File: config.mk
export PLATFORM = sky130hd
export DESIGN_NAME = v810_prefetch_flat
export DESIGN_NICKNAME = d
export VERILOG_FILES = /design/src/rtl/v810_prefetch_if.sv /design/src/rtl/v810_prefetch.sv /design/src/flat_wrapper.sv
export SDC_FILE = /design/constraint.sdc
export NUM_CORES = 1
export LEC_CHECK = 0
export ABC_AREA = 1
export CORE_MARGIN = 2
export CORE_UTILIZATION = 40
export CTS_CLUSTER_DIAMETER = 60
export DETAILED_ROUTE_END_ITERATION = 8
export GPL_ROUTABILITY_DRIVEN = 1
export SLEW_MARGIN = 20
export SYNTH_ARGS = -nofsm -noshare
export SYNTH_HDL_FRONTEND = slang
export SYNTH_SLANG_ARGS = --single-unit
File: constraint.sdc
create_clock -name CLK -period 6.99 [get_ports CLK]
set_input_delay 0.699 -clock CLK [delete_from_list [all_inputs] [get_ports CLK]]
set_output_delay 0.699 -clock CLK [all_outputs]
set_load 0.01 [all_outputs]
File: src/rtl/v810_prefetch_if.sv
// Fetch-side and execute-side signals of the V810 instruction prefetch queue.
// master = prefetch unit, slave = memory/execute environment.
interface v810_prefetch_if;
  logic [31:0] MA;
  logic        MREQ;
  logic [31:0] MD;
  logic [31:0] IR;
  logic [31:0] IPC;
  logic        ILEN;
  logic        IVALID;
  logic        ITAKE;
  logic        JMP;
  logic [31:0] JA;

  modport master (
    output MA, MREQ, IR, IPC, ILEN, IVALID,
    input  MD, ITAKE, JMP, JA
  );

  modport slave (
    input  MA, MREQ, IR, IPC, ILEN, IVALID,
    output MD, ITAKE, JMP, JA
  );
endinterface

File: src/rtl/v810_prefetch.sv
// V810 instruction prefetch queue: word fetch into a halfword ring, 16/32-bit assembly, redirect flush.
// Optional macro V810_PREFETCH_BYPASS_EN forwards a completing return word straight to IR when the queue is empty.
module v810_prefetch #(
  parameter int          DEPTH    = 8,
  parameter logic [31:0] RESET_PC = 32'h0000_0000
) (
  input logic           CLK,
  input logic           RES,
  input logic           CE,
  v810_prefetch_if.master bus
);
  localparam int AW = $clog2(DEPTH);

  typedef logic [AW-1:0] ptr_t;
  typedef logic [AW:0]   cnt_t;
  typedef logic [AW+1:0] need_t;

  localparam need_t LIMIT = need_t'(DEPTH - 2);

  function automatic logic f_is_long(input logic [15:0] h);
    return (h[15:13] == 3'b101) | (h[15:14] == 2'b11);
  endfunction

  logic [15:0] r_q [DEPTH];
  ptr_t        r_rptr, r_wptr;
  cnt_t        r_count;
  logic        r_inflight, r_squash, r_half;
  logic [31:0] r_fpc, r_ipc;

  logic        w_jmp, w_ret, w_wr, w_mreq, w_len, w_ivalid, w_take, w_unused;
  need_t       w_need;
  cnt_t        w_add, w_sub, w_avail;
  ptr_t        w_rptr1, w_wptr1;
  logic [15:0] w_h0, w_h1;

  assign w_jmp    = CE & bus.JMP;
  assign w_ret    = r_inflight & ~r_squash;
  assign w_wr     = w_ret & ~w_jmp;
  assign w_rptr1  = r_rptr + ptr_t'(1);
  assign w_wptr1  = r_wptr + ptr_t'(1);
  assign w_unused = bus.JA[0];

  // Space must cover the current fill plus the word still on its way back.
  assign w_need = need_t'(r_count) + (r_inflight ? need_t'(2) : need_t'(0));
  assign w_mreq = CE & ~RES & ~w_jmp & (w_need <= LIMIT);

`ifdef V810_PREFETCH_BYPASS_EN
  logic w_byp;
  assign w_byp   = w_wr & (r_count == '0) & (~r_half | ~f_is_long(bus.MD[31:16]));
  assign w_h0    = w_byp ? (r_half ? bus.MD[31:16] : bus.MD[15:0]) : r_q[r_rptr];
  assign w_h1    = w_byp ? bus.MD[31:16] : r_q[w_rptr1];
  assign w_avail = w_byp ? (r_half ? cnt_t'(1) : cnt_t'(2)) : r_count;
`else
  assign w_h0    = r_q[r_rptr];
  assign w_h1    = r_q[w_rptr1];
  assign w_avail = r_count;
`endif

  assign w_len    = f_is_long(w_h0);
  assign w_ivalid = ~RES & ((w_avail >= cnt_t'(2)) | ((w_avail == cnt_t'(1)) & ~w_len));
  assign w_take   = CE & bus.ITAKE & w_ivalid & ~bus.JMP;
  assign w_add    = ~w_wr   ? '0 : (r_half ? cnt_t'(1) : cnt_t'(2));
  assign w_sub    = ~w_take ? '0 : (w_len  ? cnt_t'(2) : cnt_t'(1));

  assign bus.MA     = r_fpc;
  assign bus.MREQ   = w_mreq;
  assign bus.IPC    = r_ipc;
  assign bus.ILEN   = w_ivalid & w_len;
  assign bus.IVALID = w_ivalid;
  assign bus.IR     = w_ivalid ? {w_h1, w_h0} : 32'h0;

  // Queue storage: a word after a redirect to an odd halfword keeps only its upper half.
  always_ff @(posedge CLK) begin
    if (w_wr) begin
      if (r_half) begin
        r_q[r_wptr] <= bus.MD[31:16];
      end else begin
        r_q[r_wptr]  <= bus.MD[15:0];
        r_q[w_wptr1] <= bus.MD[31:16];
      end
    end
  end

  // Control: returns are captured even with CE low, everything else holds.
  always_ff @(posedge CLK) begin
    if (RES) begin
      r_rptr     <= '0;
      r_wptr     <= '0;
      r_count    <= '0;
      r_inflight <= 1'b0;
      r_squash   <= 1'b0;
      r_half     <= 1'b0;
      r_fpc      <= RESET_PC;
      r_ipc      <= RESET_PC;
    end else begin
      r_inflight <= w_mreq;
      r_squash   <= w_jmp;
      if (w_jmp) begin
        r_rptr  <= '0;
        r_wptr  <= '0;
        r_count <= '0;
        r_half  <= bus.JA[1];
        r_ipc   <= {bus.JA[31:1], 1'b0};
        r_fpc   <= {bus.JA[31:2], 2'b00};
      end else begin
        r_count <= r_count + w_add - w_sub;
        if (w_wr) begin
          r_wptr <= r_wptr + ptr_t'(w_add);
          r_half <= 1'b0;
        end
        if (w_take) begin
          r_rptr <= r_rptr + ptr_t'(w_sub);
          r_ipc  <= r_ipc + (w_len ? 32'd4 : 32'd2);
        end
        if (w_mreq) r_fpc <= r_fpc + 32'd4;
      end
    end
  end
endmodule
File: src/flat_wrapper.sv
// flat-port wrapper written by rule: the top's interface ports become plain ports
module v810_prefetch_flat 
#(
  parameter int          DEPTH    = 8,
  parameter logic [31:0] RESET_PC = 32'h0000_0000
)
  (CLK, RES, CE, bus_MA, bus_MREQ, bus_IR, bus_IPC, bus_ILEN, bus_IVALID, bus_MD, bus_ITAKE, bus_JMP, bus_JA);
  v810_prefetch_if bus_i ();
  input logic CLK;
  input logic RES;
  input logic CE;
  output wire logic [$bits(bus_i.MA)-1:0] bus_MA;
  output wire logic [$bits(bus_i.MREQ)-1:0] bus_MREQ;
  output wire logic [$bits(bus_i.IR)-1:0] bus_IR;
  output wire logic [$bits(bus_i.IPC)-1:0] bus_IPC;
  output wire logic [$bits(bus_i.ILEN)-1:0] bus_ILEN;
  output wire logic [$bits(bus_i.IVALID)-1:0] bus_IVALID;
  input wire logic [$bits(bus_i.MD)-1:0] bus_MD;
  input wire logic [$bits(bus_i.ITAKE)-1:0] bus_ITAKE;
  input wire logic [$bits(bus_i.JMP)-1:0] bus_JMP;
  input wire logic [$bits(bus_i.JA)-1:0] bus_JA;
  assign bus_MA = bus_i.MA;
  assign bus_MREQ = bus_i.MREQ;
  assign bus_IR = bus_i.IR;
  assign bus_IPC = bus_i.IPC;
  assign bus_ILEN = bus_i.ILEN;
  assign bus_IVALID = bus_i.IVALID;
  assign bus_i.MD = bus_MD;
  assign bus_i.ITAKE = bus_ITAKE;
  assign bus_i.JMP = bus_JMP;
  assign bus_i.JA = bus_JA;
  v810_prefetch #(.DEPTH(DEPTH), .RESET_PC(RESET_PC)) u_core (.CLK(CLK), .RES(RES), .CE(CE), .bus(bus_i));
endmodule
## Word level (Yosys, flattened, before mapping)

Memories as Yosys holds them, arrays and structs flattened. A register that Yosys moved wholly into a read port is not among the register bits.
Index checks and enable logic that the tools add are counted.

| storage, ports and cells | value |
|---|---|
| register bits after elaboration | 77 |
| latch bits | 0 |
| bits in writable memories | 128 |
| bits in read-only memories | 0 |
| input port bits | 69 |
| output and inout port bits | 99 |
| word-level logic and storage cells | 71 |
| memories | 1 |

| operators by class | value |
|---|---|
| add/subtract/negate cells | 9 |
| $mul | 0 |
| div/mod/pow operators | 0 |
| order comparisons | 2 |
| equal/unequal tests | 3 |
| shifts and indexed selects | 0 |
| muxes and demuxes | 22 |
| bitwise operators | 20 |
| reductions and logical operators | 4 |

Memories:

| memory | depth | width | rd ports | clocked after memory_dff | write ports | RTL line | RTL |
|---|---|---|---|---|---|---|---|
| u_core.r_q | 8 | 16 | 2 | 1 | 2 | v810_prefetch.sv:24 | `logic [15:0] r_q [DEPTH];` |

Operators by type and width:

| operator | count |
|---|---|
| $mux 32 | 5 |
| $add 32x3->32 const B | 1 |
| $add 32x32->32 | 1 |
| $mux 16 | 1 |
| $and 1x1->1 | 12 |
| $mux 3 | 3 |
| $mux 1 | 8 |
| $mux 4 | 2 |
| $add 3x1->3 const B | 2 |
| $add 3x3->3 | 2 |
| $mux 2 | 3 |
| $reduce_bool 2->1 | 3 |
| $add 4x5->5 | 1 |
| $le 5x3->1 const B | 1 |
| $not 1->1 | 5 |
| $add 4x4->4 | 1 |
| $eq 4x1->1 const B | 1 |
| $ge 4x2->1 const B | 1 |
| $sub 4x4->4 | 1 |
| $eq 3x3->1 const B | 1 |
| $or 1x1->1 | 3 |
| $eq 2x2->1 const B | 1 |
| $reduce_or 2->1 | 1 |

## Depth between registers and ports, before layout

Gate-level depths: netlist of run 1.

| depth | value |
|---|---|
| word-level depth | 12 |
| mapped depth | 23 |
| depth with buffers taken out | 22 |

## Least setup slack after synthesis of run 1

OpenSTA, ideal clock, no wires.

| timing path | value |
|---|---|
| path kind | register -> register |
| from | register (tool-made name) |
| to | register u_core.r_count[3] |
| setup time | 71 ps |
| arrival time | 2,799 ps |
| data required time | 6,919 ps |
| slack | 4,121 ps |
| stages on the path, launching flop included | 19 |
| buffers on the path | 1 |
| period minus slack after synthesis | 2,869 ps |
| cells stage by stage | dfxtp_1 inv_2 buf_4 nand3_1 nand3_1 nand2_1 nand2_2 nand2_4 nand2_4 nand2_4 nand4_1 nor2_1 fa_1 inv_1 ha_1 nand3_1 nand2_1 or2_2 a21oi_1 |

RTL lines:

| what | RTL line | RTL |
|---|---|---|
| end signal: assignment | v810_prefetch.sv:106 | `r_count <= r_count + w_add - w_sub;` |
| end: declaration | v810_prefetch.sv:26 | `cnt_t r_count;` |

==> run summary, run 1 <==
The run finished with clean final reports. In this run the worst hold path is classified as flip-flop to flip-flop. The run gives 12900 as the number of vias in the routed layout.

TritonCTS built the clock tree. Dividing total power by cell area gives a power density of 217 mW/mm^2. The register area was 0.00539 mm^2; the core area was 0.0325 mm^2. In the final routed layout, each cell accounts on average for 18.4 um. The worst hold path passes through 2 cells.

In this run the post-CTS setup repair buffer count came out at 0. Of all nets on the critical path, the largest fanout is 59. VDD sags by at most 0.145 mV. The path with the worst hold slack has its endpoint at u_core.r_half. The maximum clock skew at final layout is 0.0138 ns. The via count of the first global-routing pass is 12200. Per report_power, the combinational group accounts for 20.4% of the total. In this run the most critical hold path is launched from u_core.r_half. The clock network burns 38.1% of the power. The area used by multi-input combinational logic came out at 0.00664 mm^2. The run gives 7 as the initial antenna violation count.

The synthesized design contains 128 enable-type register cells. The final layout contains routed wiring with a total length of 44.3 mm. For the pin with the worst max-slew slack, the measured transition is 1.03 ns. The logs give 2409 for the final standard cell count with taps included and fillers excluded and 67.5 mm for the first-pass GRT wire length. Clock-pin slew was measured on the worst setup and hold paths at 0.06 ns. The tools report the routability-driven placement congestion ratio as 0.924. In this run the count of I/O pins placed on the die edge is 168. The endpoint arrival time on the critical path was 4.05 ns; the worst max-slew margin expressed relative to the limit was 31.3%. CTS saw 205 sinks. The tools report the cell chosen for the clock root as sky130_fd_sc_hd__clkbuf_16.

After floorplanning, the core was divided into 66 placement rows. In the routed layout, each cell is associated on average with a via count of 5.34. Synthesis instantiated 52 different standard cells from the library. The first TritonRoute pass finished after 5 iterations. The library cells used most frequently in the layout, excluding fill and tap cells, are sky130_fd_sc_hd__nand2_1 (501), sky130_fd_sc_hd__o21ai_0 (250), sky130_fd_sc_hd__nor2_1 (204), sky130_fd_sc_hd__clkdlybuf4s50_1 (163), sky130_fd_sc_hd__inv_1 (162).

The count of input and output buffers was 163; the layout cell share with drive strength beyond 1 was 4.94%. Traced cell by cell, the critical path runs through buf_4, buf_4, nand2_1, nand3_1, nand3_1, nand2_1, nand2_2, nand2_4, nand2_4, a21oi_4, inv_2, a211oi_1, clkdlybuf4s50_1. The required time of the critical path was 6.29 ns; the clock period minus worst slack was 4.75 ns. Clock latency on the worst-skew pair, taken at its later pin, is 0.52 ns.

For the Yosys warning count, the log shows 0. The die is 185 um tall. The number of H-tree levels came out at 1. Of all flip-flops after synthesis, the portion carrying an async set or reset was 0%. The die outline width is 185 um. STA classifies the critical path endpoint as a primary output.

The tools report the count of filler cells inserted in the layout as 3088. The setup check on the worst reg-to-reg path leaves a slack of 2.83 ns. The share of total power dissipated in sequential elements is 41.5%.

Entering global routing, the biggest net connects 92 pins. Worst reg2reg path depth: 19. The worst setup path is of the flip-flop to primary output kind. For the netlist area before placement, the log shows 0.0131 mm^2.

The worst setup path is launched from a flip-flop. The count of final max-slew check failures is 0, and the post-synthesis average cell area is 7.17 um^2. The fmax is 211 MHz, and the count of endpoints failing hold in the final timing report is 0. Post-CTS repair changed the size of 0 cells. For the number of placed cells counting well taps, the log shows 2361.

Summed over all failing endpoints, the final setup total negative slack is 0 ns. For this run, design rule violations remaining after detail routing come to 0. Synthesis handed over a netlist of 1830 instances. The switching share of power came out at 28.6%.

The first routing iteration left 1123 violations. The total internal power was 2.46 mW; the count of antenna-violating nets left after detailed routing was 0. The analysis attributes to cell leakage a power of 6.37 nW.

Buffers inserted during clock tree synthesis total 25. The tools report the sequential share of the synthesized area as 41.1%. Detailed placement ended at an HPWL of 30.0 mm. The clock passes through at most 3 buffers.

The leftover overflow at the end of global routing was 0; the number of nets in the final layout was 2035. The slowest stage of the critical path belongs to the cell sky130_fd_sc_hd__buf_4. The worst register-to-register path ends at u_core.r_count[3]. In the synthesized netlist the dominant register cell turns out to be sky130_fd_sc_hd__edfxtp_1. The die covers 0.0343 mm^2. The most common cell after layout, fill and taps aside is sky130_fd_sc_hd__nand2_1. Layout-stage area growth over the synthesis result: 21.2%. The final cycle utilization of the critical path came out at 67.9%. For the all-layer global routing usage, the log shows 25.8%. After synthesis the netlist holds a flip-flop and latch count of 205. For the cts-stage hold buffer count, the log shows 0.

Setup repair after global routing left no endpoint under its margin. For the count of endpoints failing setup in the final report, the log shows 0. The tool flagged a number of max-cap violations equal to 0. The effective utilization at floorplan is 40.4%, and the net switching component of the power is 0.984 mW. On the worst path, the slowest cell contributes a delay of 0.63 ns.
[registers in the layout, summed over array words and instances, names as in the netlist, named ones only]
signal	flops
u_core.r_inflight	1
u_core.bus.IPC	31
u_core.r_count	4
u_core.r_half	1
u_core.r_rptr	3
u_core.bus.MA	30
u_core.r_wptr	3
u_core.r_q	128
u_core.r_squash	1
[final cells by class]
type	instances	area share, %
Sequential cell	205	33.9
Antenna cell	3	0.0472
Multi-Input combinational cell	1353	41.8
Clock buffer	35	4.38
Inverter	170	4.01
Timing Repair Buffer	191	11.6
Clock inverter	10	0.803
Tap cell	442	3.48
[worst max-delay path: cells and delay by family, from the launching register on]
kind | cells | cell delay, ns
compound gates | 2 | 0.57
simple gates | 7 | 0.70
buf+inv | 4 | 1.89
flops | 1 | 0.31
[worst max path at each step]
stage	start	end	slack, ns	depth (start not counted)
2_1_floorplan	flip-flop	u_core.r_count[3]	4.12	18
3_3_place_gp	CE	u_core.r_count[3]	2.72	12
3_5_place_dp	RES	u_core.bus.MA[16]	2.71	14
4_1_cts	flip-flop	bus_IR[29]	2.20	13
5_1_grt	flip-flop	bus_IR[29]	2.00	13
6_report	flip-flop	bus_IR[31]	2.24	13
[power by group through the flow]
stage / logic (mW) / registers, mW / clock network, mW
global placement: 0.692 / 1.45 / 0
finish: 0.704 / 1.43 / 1.31
detailed placement: 0.705 / 1.45 / 0
global route: 0.788 / 1.44 / 1.37
CTS: 0.709 / 1.43 / 1.33
floorplan: 0.404 / 1.45 / 0
[kinds of logic (layout without fill, tap and decap cells)]
family,count (synthesis),in the layout,share of synthesized area (%)
AND/OR/NAND/NOR,839,839,26.1
AO/OA/AOI/OAI,447,447,19.1
buffers and inverters,274,406,8.38
flip-flops,205,205,41.1
XOR/XNOR,30,30,2.00
adder cells (fa/ha/maj),20,20,2.19
multiplexers,14,14,1.07
other,1,6,0.0286
[synthesized netlist by cell type, types with 15 or more instances]
| master | instances | share of area [%] |
|---|---|---|
| sky130_fd_sc_hd__nand2_1 | 502 | 14 |
| sky130_fd_sc_hd__o21ai_0 | 258 | 9.8 |
| sky130_fd_sc_hd__nor2_1 | 204 | 5.8 |
| sky130_fd_sc_hd__inv_1 | 162 | 4.6 |
| sky130_fd_sc_hd__edfxtp_1 | 128 | 29 |
| sky130_fd_sc_hd__clkbuf_1 | 81 | 2.3 |
| sky130_fd_sc_hd__dfxtp_1 | 77 | 12 |
| sky130_fd_sc_hd__a21oi_1 | 74 | 2.8 |
| sky130_fd_sc_hd__nand3_1 | 59 | 2.3 |
| sky130_fd_sc_hd__nor3_1 | 24 | 0.92 |
| sky130_fd_sc_hd__xor2_1 | 18 | 1.2 |
| sky130_fd_sc_hd__nand4_1 | 17 | 0.81 |
| sky130_fd_sc_hd__o21ai_1 | 17 | 0.65 |
| sky130_fd_sc_hd__o21bai_1 | 17 | 0.97 |
| sky130_fd_sc_hd__o211ai_1 | 16 | 0.92 |
| sky130_fd_sc_hd__ha_1 | 15 | 1.4 |
[layer usage]
layer,up-vias,track usage (%),wire (um)
li1,6350,-,-
met1,5912,31.9,18200
met2,498,44.1,20900
met3,104,4.95,3420
met4,8,10.3,1720
met5,-,0,51
[stage by stage]
| step | worst slack, ns | power (mW) | hold slack, ns | util (%) | cell area (um^2) |
|---|---|---|---|---|---|
| after CTS | 2.20 | 3.46 | 0.546 | 49.0 | 15900 |
| final | 2.24 | 3.45 | 0.543 | 49.0 | 15900 |
| after global placement | 2.72 | 2.15 | 0.525 | 46.4 | 15100 |
| after detailed placement | 2.71 | 2.16 | 0.536 | 46.4 | 15100 |
| after global routing | 2.00 | 3.59 | 0.566 | 49.0 | 15900 |
| after floorplan | 4.12 | 1.85 | 0.496 | - | 13100 |
(Power assumes the default switching activity.)
==> run 2: changes to the inputs <==
Clock period 6.99 ns to 3.82 ns, I/O delays scaled along.
==> run 2 against run 1 <==
Net effect: critical endpoint is now bus_IR[18]; hold slack worse by 0.050 ns; worst setup slack worse by 2.1 ns; global-route usage about the same; largest cell class unchanged; register-to-register slack worse by 2.3 ns; first-iteration DRC count down 18%; non-clock buffer count up 11; critical path depth down 7; wire length up 0.81%; critical path type unchanged.
==> run summary, run 2 (synthesis results as in run 1) <==
The run finished with clean final reports. The leftover overflow at the end of global routing is 0 (unchanged). More flip-flops sit in one register than any other, and that register is u_core.r_q. The area of the die came out at 0.0343 mm^2 (unchanged). In this run the worst hold path is classified as input port to flip-flop.

The maximum number of buffers from clock root to sink was 3 (unchanged); the layout-stage area growth over the synthesis result was 22.5%. Setup repair after global routing left no endpoint under its margin. The run gives 49.5% (+0.53 points) as the post-layout utilization of the core. The tools report the final standard cell count with taps included and fillers excluded as 2420 (+0.46%). The core area came out at 0.0325 mm^2 (unchanged). STA classifies the critical path endpoint as a primary output. The largest fanout on the critical path came out at 29 (-51%). The logs give 923 (-18%) for the number of DRC markers after the initial detailed-route iteration and 0 (unchanged) for the number of remaining DRC errors.

The first-pass GRT wire length is 67.8 mm (+0.39%). Die outline width: 185 um (unchanged). The required time of the critical path was 3.44 ns (-2.85 ns). The number of violations of the max-capacitance limit was 0 (unchanged); the die boundary height was 185 um (unchanged). The leakage dissipation is 6.44 nW (+1.1%), and the endpoint arrival time on the critical path is 3.26 ns (-0.79 ns). The clock buffer count from CTS is 24 (-4.0%). The worst setup slack for register-to-register paths is 0.51 ns (-2.32 ns), and the post-CTS clock slew at the launch and capture registers of the worst setup and hold paths is 0.06 ns (about the same). The transition time at the pin with the least slew margin came out at 1.15 ns (+0.122 ns). The first-pass iteration count of the detailed router is 6 (+1), and the number of nets in the final layout is 2045 (+0.49%). In this run the clock root is driven by a sky130_fd_sc_hd__clkbuf_16.

The tools report the number of placed I/O pins as 168 (unchanged). The run gives 22.8% (-8.5 points) as the worst max-slew margin expressed relative to the limit. The average wire length per cell after detail routing was 18.4 um (+0.35%); the post-layout total power was 6.35 mW (+84%).

For the fmax, the log shows 274 MHz. The initial antenna violation count is 7 (unchanged). The post-route setup TNS is 0 ns (unchanged). The worst IR drop on VDD was 0.287 mV (+97%); the clock network latency to the later pin of the worst-skew pair was 0.52 ns (about the same).

The most common cell after layout, fill and taps aside was sky130_fd_sc_hd__nand2_1. The ratio of total power to cell area came out at 395 mW/mm^2 (+82%). The layout cell share with drive strength beyond 1 was 5.42% (+0.48 points). The number of placed cells counting well taps came out at 2371 (+0.42%).

The critical path is of the flip-flop to primary output type. The number of flip-flops under the largest register name was 128 (unchanged); the clock period minus worst slack was 3.64 ns. The final cycle utilization of the critical path is 95.4%, and the total clock sinks is 205 (unchanged).

TritonCTS built the clock tree. The maximum number of pins on one net before global-route repair is 95 (+3.3%), and the post-detailed-route via-to-cell ratio is 5.32 (-0.38%). For the routability-driven placement congestion ratio, the log shows 0.937 (+1.4%).

In the layout the commonest cells are sky130_fd_sc_hd__nand2_1 (501), sky130_fd_sc_hd__o21ai_0 (250), sky130_fd_sc_hd__nor2_1 (204), sky130_fd_sc_hd__clkdlybuf4s50_1 (163), sky130_fd_sc_hd__inv_1 (161). The run gives 0.00539 mm^2 (unchanged) as the register area. The all-layer global routing usage was 25.7% (about the same). The via count of the first global-routing pass was 12200 (+0.28%); the number of H-tree levels was 1 (unchanged). The tools report the area used by multi-input combinational logic as 0.00664 mm^2 (unchanged). The total length of routed wires is 44.6 mm (+0.81%). The count of input and output buffers came out at 163 (unchanged). The tools report the count of filler cells inserted in the layout as 3218 (+4.2%). The cts-stage hold buffer count was 0 (unchanged); the row count was 66 (unchanged). The logs give 0 (unchanged) for the count of antenna-violating nets left after detailed routing and 0.0178 ns (+0.00402 ns) for the maximum clock skew at final layout. STA classifies the critical path startpoint as a flip-flop.

The count of final max-slew check failures is 0 (unchanged), and the number of vias in the routed layout is 12900 (+0.070%). The count of endpoints failing setup in the final report was 0 (unchanged). The effective utilization at floorplan came out at 40.4% (unchanged).

The run gives 0 (unchanged) as the count of endpoints failing hold in the final timing report. The post-detailed-placement half-perimeter wirelength is 30.9 mm (+3.0%).
run 2: final cells by class:
type | count | area share [%]
inverters | 170 | 3.99
well taps | 442 | 3.44
diodes | 4 | 0.0623
repair buffers | 202 | 12.4
clock buffers | 33 | 4.40
multi-input cells | 1353 | 41.3
clock inverters | 11 | 0.864
flip-flops and latches | 205 | 33.5
run 2: timing repair:
item | 4_1_cts | 5_1_grt
setup buffers | 0 | 0
setup endpoints to repair | 0 | 2
gates resized for setup | 0 | 3
run 2: final timing paths:
kind | cells after the start | start | endpoint
max | 6 | u_core.r_rptr[0] | bus_IR[18]
min | 3 | bus_JA[2] | u_core.bus.MA[2]
max reg2reg | 18 | flip-flop | u_core.r_count[3]
min reg2reg | 2 | u_core.r_half | u_core.r_half
run 2: metal layers:
| layer | share of wire [%] | global-route usage, % |
|---|---|---|
| met3 | 7.2 | 4.80 |
| met2 | 48 | 44.3 |
| met5 | 0.11 | 0 |
| met1 | 41 | 31.5 |
| met4 | 4.0 | 11.0 |
run 2: critical path, stage by stage, from the launching register on:
cell,delay [ns]
sky130_fd_sc_hd__dfxtp_2,0.37
sky130_fd_sc_hd__clkinv_1,0.89
sky130_fd_sc_hd__nand2_1,0.27
sky130_fd_sc_hd__a21oi_1,0.10
sky130_fd_sc_hd__o32ai_1,0.51
sky130_fd_sc_hd__nor2_1,0.11
sky130_fd_sc_hd__clkdlybuf4s50_1,0.50
run 2: report_power, final:
group / leakage [nW] / switching (mW) / internal, mW
clock: 0.407 / 0.937 / 1.50
combinational: 4.25 / 0.738 / 0.558
sequential: 1.79 / 0.135 / 2.49
total: 6.44 / 1.81 / 4.54
run 2: stage by stage:
stage               instance area (um^2)  hold WS [ns]  setup WS (ns)
CTS                                16000         0.483          0.132
finish                             16100         0.493          0.176
detailed placement                 15200         0.533          0.459
global placement                   15200         0.522          0.527
global route                       16100         0.521         0.0435
floorplan                          13100         0.496          0.951
==> run 3: changes to the inputs <==
Clock period 3.82 ns to 4.65 ns, I/O delays scaled along.
==> run 3 against run 2 <==
Net effect: non-clock buffer count down 6; total power down 16%; global-route usage up 0.59 points; highest routed layer unchanged; first-iteration DRC count up 31%; worst setup slack better by 0.51 ns; hold slack better by 0.050 ns; via count up 0.23%; critical path depth up 6; cell area down 0.56%; clock power down 14%.
==> run summary, run 3 (synthesis results as in run 1) <==
The count of final max-slew check failures is 0 (unchanged). Post-detailed-placement half-perimeter wirelength: 31.0 mm (+0.42%). The die outline width is 185 um (unchanged), and the routability-driven placement congestion ratio is 0.907 (-3.1%).

The tools report the post-route setup TNS as 0 ns (unchanged). The logs give 26.3% (+0.59 points) for the all-layer global routing usage and 3.49 ns (+0.23 ns) for the endpoint arrival time on the critical path. The tools report the row count as 66 (unchanged). The clock buffer count from CTS is 25 (+4.2%). The min-delay analysis places its worst path in the category flip-flop to flip-flop. The number of vias in the routed layout was 12900 (+0.23%); the number of DRC markers after the initial detailed-route iteration was 1207 (+31%).

For the count of instances resized after the clock tree is built, the log shows 0 (unchanged). Initial antenna violation count: 8 (+1). The number of H-tree levels is 1 (unchanged). In the layout the commonest cells are sky130_fd_sc_hd__nand2_1 (501), sky130_fd_sc_hd__o21ai_0 (250), sky130_fd_sc_hd__nor2_1 (204), sky130_fd_sc_hd__clkdlybuf4s50_1 (163), sky130_fd_sc_hd__inv_1 (162). The maximum number of pins on one net before global-route repair was 102 (+7.4%). Leaving out fill and tap cells, the most frequent cell in the layout is sky130_fd_sc_hd__nand2_1. For the leakage dissipation, the log shows 6.41 nW (-0.55%).

The worst max-slew margin expressed relative to the limit came out at 28.0% (+5.2 points). The die boundary height is 185 um (unchanged), and the number of nets in the final layout is 2040 (-0.24%). Average wire length per cell after detail routing: 18.8 um (+1.9%). By startpoint and endpoint, the worst setup path is classified as flip-flop to primary output. The worst setup path is launched from a flip-flop.

The count of endpoints failing hold in the final timing report was 0 (unchanged); the final cycle utilization of the critical path was 85.1%. Number of setup buffers added after CTS: 0 (unchanged). The tools report the number of violations of the max-capacitance limit as 0 (unchanged). The flow ran to the end, and the final reports show no timing, DRC or antenna violations. The cts-stage hold buffer count is 0 (unchanged), and the post-detailed-route via-to-cell ratio is 5.35 (+0.48%).

The largest fanout on the critical path was 35 (+21%). Type of destination of the critical path: a primary output. The run gives 3219 (+0.031%) as the count of filler cells inserted in the layout. The clock network latency to the later pin of the worst-skew pair is 0.53 ns (about the same), and the ratio of total power to cell area is 333 mW/mm^2 (-16%).

The tools report the first-pass GRT wire length as 69.5 mm (+2.5%). The leftover overflow at the end of global routing was 0 (unchanged); the number of flip-flops under the largest register name was 128 (unchanged). The fmax was 253 MHz. The maximum number of buffers from clock root to sink came out at 3 (unchanged). The layout cell share with drive strength beyond 1 was 5.08% (-0.34 points).

The run gives 6 (unchanged) as the first-pass iteration count of the detailed router. The post-CTS clock slew at the launch and capture registers of the worst setup and hold paths was 0.06 ns (about the same); the total clock sinks was 205 (unchanged). The worst IR drop on VDD was 0.262 mV (-8.6%). The via count of the first global-routing pass is 12400 (+1.7%).

The required time of the critical path was 4.18 ns (+0.74 ns). The clock period could shrink to 3.96 ns. TritonCTS built the clock tree. The transition time at the pin with the least slew margin works out to 1.08 ns (-0.0718 ns).

The area of the die was 0.0343 mm^2 (unchanged); the post-layout utilization of the core was 49.2% (-0.28 points). From synthesis to final layout, the design area changed by 21.8%. Cell chosen for the clock root: sky130_fd_sc_hd__clkbuf_16. For the count of endpoints failing setup in the final report, the log shows 0 (unchanged). The run gives 0.0152 ns (-0.00259 ns) as the maximum clock skew at final layout.

The core area came out at 0.0325 mm^2 (unchanged). The largest register by flop count was u_core.r_q. The effective utilization at floorplan came out at 40.4% (unchanged). The run gives 0 (unchanged) as the number of remaining DRC errors.

The run gives 45.4 mm (+1.7%) as the total length of routed wires. The count of input and output buffers is 163 (unchanged). Setup repair after global routing left no endpoint under its margin. The number of placed I/O pins is 168 (unchanged).

The count of antenna-violating nets left after detailed routing came out at 0 (unchanged).
-- run 3: changes by cell type in the layout (fill, tap and decap cells not counted), moves of 2 or more --
cell | previous run | this run
sky130_fd_sc_hd__buf_12 | 2 | 0
sky130_fd_sc_hd__clkbuf_1 | 4 | 6
sky130_fd_sc_hd__buf_4 | 35 | 33
sky130_fd_sc_hd__bufinv_16 | 3 | 5
sky130_fd_sc_hd__clkbuf_16 | 27 | 25
-- run 3: path summary, 6_finish.rpt --
kind	end	from	depth (start not counted)	slack, ns
setup / recovery	bus_IR[29]	flip-flop	12	0.69
hold / removal	u_core.r_rptr[1]	u_core.r_rptr[1]	2	0.54
setup reg to reg	u_core.r_count[3]	flip-flop	18	1.03
hold reg to reg	u_core.r_rptr[1]	u_core.r_rptr[1]	2	0.54
-- run 3: report_power, final --
| group | internal, mW | switching, mW |
|---|---|---|
| combinational | 0.454 | 0.609 |
| sequential | 2.04 | 0.111 |
| clock | 1.30 | 0.799 |
| total | 3.80 | 1.52 |
-- run 3: layout make-up --
class	count	area, um^2	area share [%]
Antenna cell	3	7.51	0.0470
Clock buffer	33	676	4.23
Clock inverter	12	193	1.21
Inverter	170	638	3.99
Multi-Input combinational cell	1353	6640	41.6
Sequential cell	205	5390	33.7
Tap cell	442	553	3.46
Timing Repair Buffer	196	1880	11.8
-- run 3: per-stage QoR --
stage / setup slack [ns] / power [mW] / hold WS (ns) / area, um^2 / std cells
final: 0.691 / 5.32 / 0.543 / 16000 / 2414
after global placement: 1.12 / 3.23 / 0.522 / 15100 / 2366
after detailed placement: 1.05 / 3.25 / 0.532 / 15100 / 2366
after global routing: 0.400 / 5.55 / 0.560 / 16000 / 2411
after floorplan: 1.78 / 2.78 / 0.496 / 13100 / 1832
after CTS: 0.597 / 5.34 / 0.525 / 16000 / 2411
-- run 3: worst max-delay path, cell delays in order (launching register included) --
cell,delay [ns]
sky130_fd_sc_hd__dfxtp_2,0.50
sky130_fd_sc_hd__buf_4,0.40
sky130_fd_sc_hd__nand2_1,0.11
sky130_fd_sc_hd__nand3_1,0.09
sky130_fd_sc_hd__nand3_1,0.08
sky130_fd_sc_hd__nand2_1,0.13
sky130_fd_sc_hd__nand2_2,0.09
sky130_fd_sc_hd__nand2_4,0.10
sky130_fd_sc_hd__nand2_4,0.07
sky130_fd_sc_hd__a21oi_4,0.21
sky130_fd_sc_hd__inv_2,0.26
sky130_fd_sc_hd__a211oi_1,0.30
sky130_fd_sc_hd__clkdlybuf4s50_1,0.59
-- run 3: metal layers --
layer / GRT usage (%) / vias to the layer above / wire length, um
met4: 8.44 / 8 / 1220
li1: - / 6353 / -
met5: 0 / - / 55
met3: 4.90 / 89 / 3480
met2: 46.3 / 477 / 22000
met1: 32.6 / 5984 / 18700
